<file path="config.mk">
export PLATFORM = sky130hd
export DESIGN_NAME = pipelined_adder_flat
export DESIGN_NICKNAME = d
export VERILOG_FILES = /design/src/rtl/pipelined_adder_if.sv /design/src/rtl/pipelined_adder.sv /design/src/flat_wrapper.sv
export SDC_FILE = /design/constraint.sdc
export NUM_CORES = 1
export LEC_CHECK = 0
export CAP_MARGIN = 20
export CORE_ASPECT_RATIO = 0.5
export CORE_MARGIN = 2
export CORE_UTILIZATION = 35
export CTS_CLUSTER_DIAMETER = 60
export DETAILED_ROUTE_END_ITERATION = 16
export PLACE_DENSITY_LB_ADDON = 0.2
export SLEW_MARGIN = 20
export SYNTH_ARGS = -nofsm -noshare
export SYNTH_HDL_FRONTEND = slang
export SYNTH_SLANG_ARGS = --single-unit
</file>
<file path="constraint.sdc">
create_clock -name clk -period 2.7 [get_ports clk]
set_input_delay 0.405 -clock clk [delete_from_list [all_inputs] [get_ports clk]]
set_output_delay 0.405 -clock clk [all_outputs]
set_load 0.1 [all_outputs]
</file>
<file path="src/rtl/pipelined_adder_if.sv">
// Operand/result handshake bundle for pipelined_adder.
// master: operand source and result sink; slave: the adder.
interface pipelined_adder_if #(
    parameter int WIDTH = 16
) ();
    logic             in_valid;
    logic             in_ready;
    logic [WIDTH-1:0] a;
    logic [WIDTH-1:0] b;
    logic             cin;
    logic             sub;
    logic             out_valid;
    logic             out_ready;
    logic [WIDTH-1:0] sum;
    logic             cout;
    logic             ovf;

    modport master (
        output in_valid, a, b, cin, sub, out_ready,
        input  in_ready, out_valid, sum, cout, ovf
    );

    modport slave (
        input  in_valid, a, b, cin, sub, out_ready,
        output in_ready, out_valid, sum, cout, ovf
    );
endinterface

</file>
<file path="src/rtl/pipelined_adder.sv">
// Pipelined ripple-carry adder/subtractor, one SEG-bit slice per stage.
// Ports: clk, rst (sync, active-high), io (pipelined_adder_if.slave):
//   in_valid/in_ready/a/b/cin/sub in, out_valid/out_ready/sum/cout/ovf out.
// Optional macro PIPELINED_ADDER_SAT_EN: saturate sum on signed overflow.
module pipelined_adder #(
    parameter int WIDTH = 16,
    parameter int SEG   = 4
) (
    input  logic                 clk,
    input  logic                 rst,
    pipelined_adder_if.slave     io
);
    localparam int STAGES = WIDTH / SEG;
    localparam int L      = STAGES - 1;

    // Slot 0 holds captured operands (b already inverted for subtract,
    // carry already the effective carry-in). Stage k reads slot k and
    // writes slot k+1; slot STAGES is the output register.
    logic [STAGES:0]  vld_q, vld_d;
    logic [STAGES:0]  cy_q, cy_d;
    logic [WIDTH-1:0] a_q [STAGES];
    logic [WIDTH-1:0] a_d [STAGES];
    logic [WIDTH-1:0] b_q [STAGES];
    logic [WIDTH-1:0] b_d [STAGES];
    logic [WIDTH-1:0] s_q [STAGES+1];
    logic [WIDTH-1:0] s_d [STAGES+1];
    logic             ovf_q, ovf_d;

    logic             adv;
    logic [SEG:0]     part [STAGES];
    logic [WIDTH-1:0] wrap_sum;
    logic [WIDTH-1:0] fin_sum;
    logic             ovf_c;

    function automatic logic [SEG:0] seg_add(
        input logic [SEG-1:0] x,
        input logic [SEG-1:0] y,
        input logic           c
    );
        return {1'b0, x} + {1'b0, y} + (SEG+1)'(c);
    endfunction

    // Whole pipe moves together; a stall freezes every slot.
    assign adv = !vld_q[STAGES] || io.out_ready;

    always_comb begin
        for (int k = 0; k < STAGES; k++) begin
            part[k] = seg_add(a_q[k][k*SEG +: SEG],
                              b_q[k][k*SEG +: SEG],
                              cy_q[k]);
        end
        wrap_sum = s_q[L];
        wrap_sum[L*SEG +: SEG] = part[L][SEG-1:0];
        ovf_c = (a_q[L][WIDTH-1] == b_q[L][WIDTH-1])
             && (wrap_sum[WIDTH-1] != a_q[L][WIDTH-1]);
    end

`ifdef PIPELINED_ADDER_SAT_EN
    always_comb begin
        fin_sum = wrap_sum;
        if (ovf_c) begin
            if (a_q[L][WIDTH-1]) begin
                fin_sum = {1'b1, {(WIDTH-1){1'b0}}};
            end else begin
                fin_sum = {1'b0, {(WIDTH-1){1'b1}}};
            end
        end
    end
`else
    always_comb begin
        fin_sum = wrap_sum;
    end
`endif

    always_comb begin
        vld_d = vld_q;
        cy_d  = cy_q;
        a_d   = a_q;
        b_d   = b_q;
        s_d   = s_q;
        ovf_d = ovf_q;
        if (adv) begin
            // in_ready == adv, so in_valid alone marks an accept;
            // otherwise a bubble enters.
            vld_d[0] = io.in_valid;
            a_d[0]   = io.a;
            b_d[0]   = io.sub ? ~io.b : io.b;
            cy_d[0]  = io.sub ? ~io.cin : io.cin;
            s_d[0]   = '0;
            for (int k = 0; k < L; k++) begin
                vld_d[k+1] = vld_q[k];
                cy_d[k+1]  = part[k][SEG];
                a_d[k+1]   = a_q[k];
                b_d[k+1]   = b_q[k];
                s_d[k+1]   = s_q[k];
                s_d[k+1][k*SEG +: SEG] = part[k][SEG-1:0];
            end
            vld_d[STAGES] = vld_q[L];
            cy_d[STAGES]  = part[L][SEG];
            s_d[STAGES]   = fin_sum;
            ovf_d         = ovf_c;
        end
    end

    always_ff @(posedge clk) begin
        if (rst) begin
            vld_q <= '0;
            cy_q  <= '0;
            ovf_q <= 1'b0;
            for (int k = 0; k < STAGES; k++) begin
                a_q[k] <= '0;
                b_q[k] <= '0;
            end
            for (int k = 0; k <= STAGES; k++) begin
                s_q[k] <= '0;
            end
        end else begin
            vld_q <= vld_d;
            cy_q  <= cy_d;
            ovf_q <= ovf_d;
            for (int k = 0; k < STAGES; k++) begin
                a_q[k] <= a_d[k];
                b_q[k] <= b_d[k];
            end
            for (int k = 0; k <= STAGES; k++) begin
                s_q[k] <= s_d[k];
            end
        end
    end

    assign io.in_ready  = adv;
    assign io.out_valid = vld_q[STAGES];
    assign io.sum       = s_q[STAGES];
    assign io.cout      = cy_q[STAGES];
    assign io.ovf       = ovf_q;
endmodule
</file>
<file path="src/flat_wrapper.sv">
// flat-port wrapper written by rule: the top's interface ports become plain ports
module pipelined_adder_flat 
#(
    parameter int WIDTH = 16,
    parameter int SEG   = 4
)
  (clk, rst, io_in_valid, io_a, io_b, io_cin, io_sub, io_out_ready, io_in_ready, io_out_valid, io_sum, io_cout, io_ovf);
  pipelined_adder_if #(.WIDTH(WIDTH)) io_i ();
  input  logic clk;
  input  logic rst;
  input wire logic [$bits(io_i.in_valid)-1:0] io_in_valid;
  input wire logic [$bits(io_i.a)-1:0] io_a;
  input wire logic [$bits(io_i.b)-1:0] io_b;
  input wire logic [$bits(io_i.cin)-1:0] io_cin;
  input wire logic [$bits(io_i.sub)-1:0] io_sub;
  input wire logic [$bits(io_i.out_ready)-1:0] io_out_ready;
  output wire logic [$bits(io_i.in_ready)-1:0] io_in_ready;
  output wire logic [$bits(io_i.out_valid)-1:0] io_out_valid;
  output wire logic [$bits(io_i.sum)-1:0] io_sum;
  output wire logic [$bits(io_i.cout)-1:0] io_cout;
  output wire logic [$bits(io_i.ovf)-1:0] io_ovf;
  assign io_i.in_valid = io_in_valid;
  assign io_i.a = io_a;
  assign io_i.b = io_b;
  assign io_i.cin = io_cin;
  assign io_i.sub = io_sub;
  assign io_i.out_ready = io_out_ready;
  assign io_in_ready = io_i.in_ready;
  assign io_out_valid = io_i.out_valid;
  assign io_sum = io_i.sum;
  assign io_cout = io_i.cout;
  assign io_ovf = io_i.ovf;
  pipelined_adder #(.WIDTH(WIDTH), .SEG(SEG)) u_core (.clk(clk), .rst(rst), .io(io_i));
endmodule
</file>
# ---- Yosys cells after proc, flatten, opt, wreduce, memory -nomap -nowiden
# Index checks and enable logic that the tools add are counted.
dict set report op_classes {
  n_addsub 8
  n_eq_ne 2
  muxes 2
  bitwise_logic 2
  reduce_logical 3
}
# cell n
set ops {}
lappend ops {{$add A4 B4 Y5} 4}
lappend ops {{$add A5 B1 Y5} 4}
lappend ops {{$mux W16} 1}
lappend ops {{$not A16 Y16} 1}
lappend ops {{$eq A1 B1 Y1} 1}
lappend ops {{$logic_and A1 B1 Y1} 1}
lappend ops {{$logic_not A1 Y1} 1}
lappend ops {{$logic_or A1 B1 Y1} 1}
lappend ops {{$mux W1} 1}
lappend ops {{$ne A1 B1 Y1} 1}
lappend ops {{$not A1 Y1} 1}
dict set report word_totals {
  regBits 179
  in_bits 38
  wordCells 32
}

# ---- Logic depth before layout (Yosys ltp)
dict set report logic_depth {
  word_depth 4
  depth_mapped 6
  depth_no_buf 6
}

# ---- Worst setup path after synthesis
# No wires, ideal clock.
dict set report synth_path {
  path_kind {reg2out}
  startpoint {register u_core.vld_q[4]}
  endpoint {output port io_in_ready}
  t_arrival_ps 1767
  required_ps 2295
  path_slack_ps 528
  path_stages_with_launch 5
  path_cell_list {dfxtp_1 -> nor2b_4 -> inv_2 -> buf_4 -> buf_2}
}
dict set report synth_between {
  elab_chain_len 2
}
# item line
set synth_rtl {}
lappend synth_rtl {{from (decl)} pipelined_adder.sv:19} ;# logic [STAGES:0] vld_q, vld_d;
lappend synth_rtl {{from (signal assigned)} pipelined_adder.sv:118} ;# vld_q <= vld_d;
lappend synth_rtl {{$logic_not A1 Y1} pipelined_adder.sv:44} ;# assign adv = !vld_q[STAGES] || io.out_ready;
lappend synth_rtl {{$logic_or A1 B1 Y1} pipelined_adder.sv:44}
lappend synth_rtl {{to (decl)} flat_wrapper.sv:17} ;# output wire logic [$bits(io_i.in_ready)-1:0] io_in_ready;
# Every way passes these cells.

# ---- Worst setup path in the final report
dict set report layout_path {
  startpoint {input port io_out_ready}
  endpoint {output port io_in_ready}
}
dict set report layout_between {
  elab_chain_len 1
}
# item line
set layout_rtl {}
lappend layout_rtl {{from (decl)} flat_wrapper.sv:16} ;# input wire logic [$bits(io_i.out_ready)-1:0] io_out_ready;
lappend layout_rtl {{$logic_or A1 B1 Y1} pipelined_adder.sv:44}
# Every way passes these cells.

==> results.py <==
metrics = {
    "outcome": {
        "run_status": "completed",
    },
    "routing": {
        "antenna_left": 0,
        "route.vias.total": 4017,
        "routed_wirelength_um": 10970,
        "drt_first_pass_iters": 4,
        "drt_drc_violations_left": 0,
        "wl_per_cell_um": 12.57,
        "viasPerCell": 4.607,
        "dr.first_iter.drc_count": 320,
    },
    "global_route": {
        "largest_net_degree_at_the_start_of_global_routing": 71,
        "number_of_antenna_violations_at_the_first_check_in_global_routing": 0,
        "first_pass_grt_wire_length_um": 18420,
        "grt_usage": 0.1438,
        "first_global_vias": 3614,
        "residual_overflow_from_global_routing": 0,
    },
    "pwr": {
        "net-switching-power_mw": 1.098,
        "power.density_cell_area_nw_per_um2": 746.2,
        "power_frac_clock": 0.497,
        "p_sw_frac": 0.2265,
        "internal_power_mw": 3.749,
        "power.share.combinational": 0.072,
        "peakVddDrop_mv": 0.4828,
        "leakage_nw": 2.532,
        "power.sequential.fraction": 0.430,
    },
    "clock_network": {
        "clock_tree_from_tritoncts": "built",
        "tritoncts.num_buffers": 17,
        "post_cts_buffers": 0,
        "path_clk_slew_ns": 0.05,
        "number_of_clock_sinks": 131,
        "post_cts_hold_buffer_count": 0,
        "clk-insertion-delay-late_ns": 0.41,
        "ctsHtreeMaxLevel": 4,
        "clockRootBuffer": "sky130_fd_sc_hd__clkbuf_16",
        "clk_path_buf_depth": 2,
        "post_cts.resized_instances": 0,
    },
    "sta": {
        "worst_slack_ns": 0.7589,
        "final_hold_violation_count": 0,
        "tightest_slew_ns": 0.7023,
        "maxSlewHeadroom": 0.5318,
        "setup_violations": 0,
        "drv_slew": 0,
        "fin_hold_ws_ns": 0.4493,
        "fmax_mhz": 515.2,
        "rsz0062_at_grt": "no",
        "fin_setup_tns_ns": 0,
        "fin_crit_ns": 1.941,
        "fin_skew_ns": 0.006666,
        "post-route-period-util": 0.7189,
    },
    "layout": {
        "fraction_of_final_layout_cells_with_drive_strength_greater_than_1": 0.09941,
        "insertedDiodeCount": 0,
        "final_net_count": 719,
        "final_area_um2": 6496,
        "layout.core_utilization": 0.4419,
        "flow.area_growth_from_synthesis_pct": 21.17,
        "fill_cells": 1448,
    },
    "setup_path": {
        "critical_path.startpoint_type": "primary input",
        "critical_path_cell_count": 4,
        "max_stage_delay_ns": 0.50,
        "crit_family": "buffers and inverters",
        "crit_slowest_cell": "sky130_fd_sc_hd__clkdlybuf4s50_1",
        "cp_max_fo": 37,
        "timing.critical_path.cells": "clkdlybuf4s50_1 -> nor2b_4 -> inv_4 -> buf_12",
        "criticalPathCategory": "in2out",
        "end_kind": "output pin",
        "rr_worst_depth": 5,
        "critPathBufInv": 3,
        "critPathArrivalTime_ns": 1.54,
        "required_ns": 2.30,
    },
    "yosys": {
        "main_combinational_cell_family_by_area_after_synthesis": "simple AND/OR/NAND/NOR gates",
        "synth-async-reset-ratio": 0,
        "synth_seq_area_share": 0.4891,
        "ys_dominant_reg_cell": "sky130_fd_sc_hd__dfxtp_1",
        "post_synth.cell_area_avg_um2": 8.417,
        "synth_area_um2": 5361,
        "yosysWarnings": 0,
        "synth-edff-count": 0,
        "yosys.cell_types.count": 31,
        "synth.net_count": 695,
        "area_fraction_in_compound_gates_after_synthesis": 0.1538,
        "synth_adder_area_share": 0.05788,
        "synth.ff_latch_count": 131,
        "synth_top_area_share": 0.4891,
        "synth_common_cells": "201 x sky130_fd_sc_hd__nand2_1, 131 x sky130_fd_sc_hd__dfxtp_1, 104 x sky130_fd_sc_hd__a21oi_1",
        "yosys.area.top_type": "sky130_fd_sc_hd__dfxtp_1",
        "synth.area.top_cells": "sky130_fd_sc_hd__dfxtp_1 49%, sky130_fd_sc_hd__nand2_1 14%, sky130_fd_sc_hd__a21oi_1 9.7%, sky130_fd_sc_hd__a211oi_1 3.5%, sky130_fd_sc_hd__xnor2_1 3.3%",
        "post_synth_xor_xnor_area": 0.03431,
        "synth_mux_area_frac": 0,
        "most_frequent_cell_after_synthesis": "sky130_fd_sc_hd__nand2_1",
        "post_synth_inst_count": 637,
        "synth_simple_gate_area_share": 0.1909,
    },
    "placement": {
        "place.gp.congestion": 0.7308,
        "placedInstanceArea_um2": 5872,
        "dp.final_hpwl_um": 7187,
        "detailedPlace.worstSlack_ns": 0.6190,
        "portBuffers": 57,
    },
    "min_path": {
        "hp-class": "reg2reg",
        "hold_depth": 2,
    },
    "die": {
        "die_w_um": 179.0,
        "start_util": 0.3647,
        "pin_count": 58,
        "core_area_um2": 14700,
        "design.die.area_um2": 16380,
        "placementRows": 31,
        "die-height_um": 91.52,
    },
    "job": {
        "drv_cap": 0,
    },
}
[cell usage in the layout, fill, tap and decap left out, types with 2 or more instances in the layout]
master | Yosys | final
sky130_fd_sc_hd__buf_4 | 23 | 28
sky130_fd_sc_hd__clkinvlp_4 | 0 | 3
sky130_fd_sc_hd__clkinv_2 | 0 | 5
sky130_fd_sc_hd__dfxtp_1 | 131 | 131
sky130_fd_sc_hd__a21oi_1 | 104 | 104
sky130_fd_sc_hd__a2111o_1 | 5 | 5
sky130_fd_sc_hd__clkdlybuf4s50_1 | 0 | 36
sky130_fd_sc_hd__xnor2_1 | 20 | 20
sky130_fd_sc_hd__bufinv_16 | 0 | 4
sky130_fd_sc_hd__nor2b_1 | 4 | 4
sky130_fd_sc_hd__nand4_1 | 2 | 2
sky130_fd_sc_hd__fa_1 | 8 | 8
sky130_fd_sc_hd__clkbuf_16 | 0 | 17
sky130_fd_sc_hd__a21o_1 | 3 | 3
sky130_fd_sc_hd__nand3b_1 | 6 | 6
sky130_fd_sc_hd__o21ai_0 | 2 | 2
sky130_fd_sc_hd__o211ai_1 | 2 | 2
sky130_fd_sc_hd__nor3_1 | 2 | 2
sky130_fd_sc_hd__a211oi_1 | 25 | 25
sky130_fd_sc_hd__inv_1 | 6 | 6
sky130_fd_sc_hd__nand2_1 | 201 | 201
sky130_fd_sc_hd__nand3_1 | 5 | 5
sky130_fd_sc_hd__buf_12 | 0 | 3
sky130_fd_sc_hd__ha_1 | 12 | 12
sky130_fd_sc_hd__nor2_1 | 29 | 29
[power by group through the flow]
stage	combinational, mW	clock (mW)	sequential (mW)
CTS	0.355	2.47	2.09
finish	0.351	2.41	2.09
detailed placement	0.353	0	2.13
global placement	0.350	0	2.13
floorplan	0.244	0	2.11
global route	0.387	2.58	2.10
[through the flow]
step | std cells | power, mW
after floorplan | 637 | 2.358
after global placement | 840 | 2.478
after detailed placement | 840 | 2.481
after CTS | 872 | 4.910
after global routing | 872 | 5.066
final | 872 | 4.847
[area by class of cell]
class                   count  area (µm²)  share of cell area
multi-input cells         437        2342              0.3606
well taps                 198       247.7             0.03814
clock buffers              18       439.2             0.06760
repair buffers             67       630.6             0.09707
flip-flops and latches    131        2623              0.4037
inverters                   7       28.78            0.004430
clock inverters            14       185.2             0.02851
[per-layer routing]
layer,share of wire,GRT usage,vias up,wire (µm)
li1,-,-,2137,-
met1,0.54,0.2243,1810,5969
met2,0.41,0.1766,65,4445
met3,0.043,0.04899,5,470
met4,0.0072,0.04675,0,79
met5,0,0,-,0
[final timing paths]
path,start,endpoint,slack [ns]
hold reg to reg,u_core.a_q[44],u_core.a_q[44],0.45
hold / removal,u_core.a_q[44],u_core.a_q[44],0.45
setup / recovery,io_out_ready,io_in_ready,0.76
setup reg to reg,u_core.b_q[36],u_core.cy_q[2],0.79
[worst register-to-register path: cells and delay by family, from the launching register on]
kind / cells / cell delay, ns
AOI/OAI and AO/OA: 2 / 0.49
adders and majority gates: 2 / 0.88
DFF: 1 / 0.32
and+or+nand+nor: 1 / 0.09
[flip-flops by register name, indices dropped and copies added, names as in the netlist]
signal          flops
u_core.vld_q        5
u_core.fin_sum     12
u_core.cy_q         5
u_core.a_q         40
u_core.io.sum      16
u_core.s_q         12
u_core.b_q         40
u_core.io.ovf       1
[kinds of logic (layout without fill, tap and decap cells)]
| family | count (synthesis) | after routing |
|---|---|---|
| xor gates and xnor gates | 21 | 21 |
| buffers and inverters | 69 | 106 |
| and+or+nand+nor | 254 | 254 |
| adders and majority gates | 20 | 20 |
| DFF | 131 | 131 |
| AOI/OAI and AO/OA | 142 | 142 |
No activity file was read; power rests on OpenSTA's default activity.
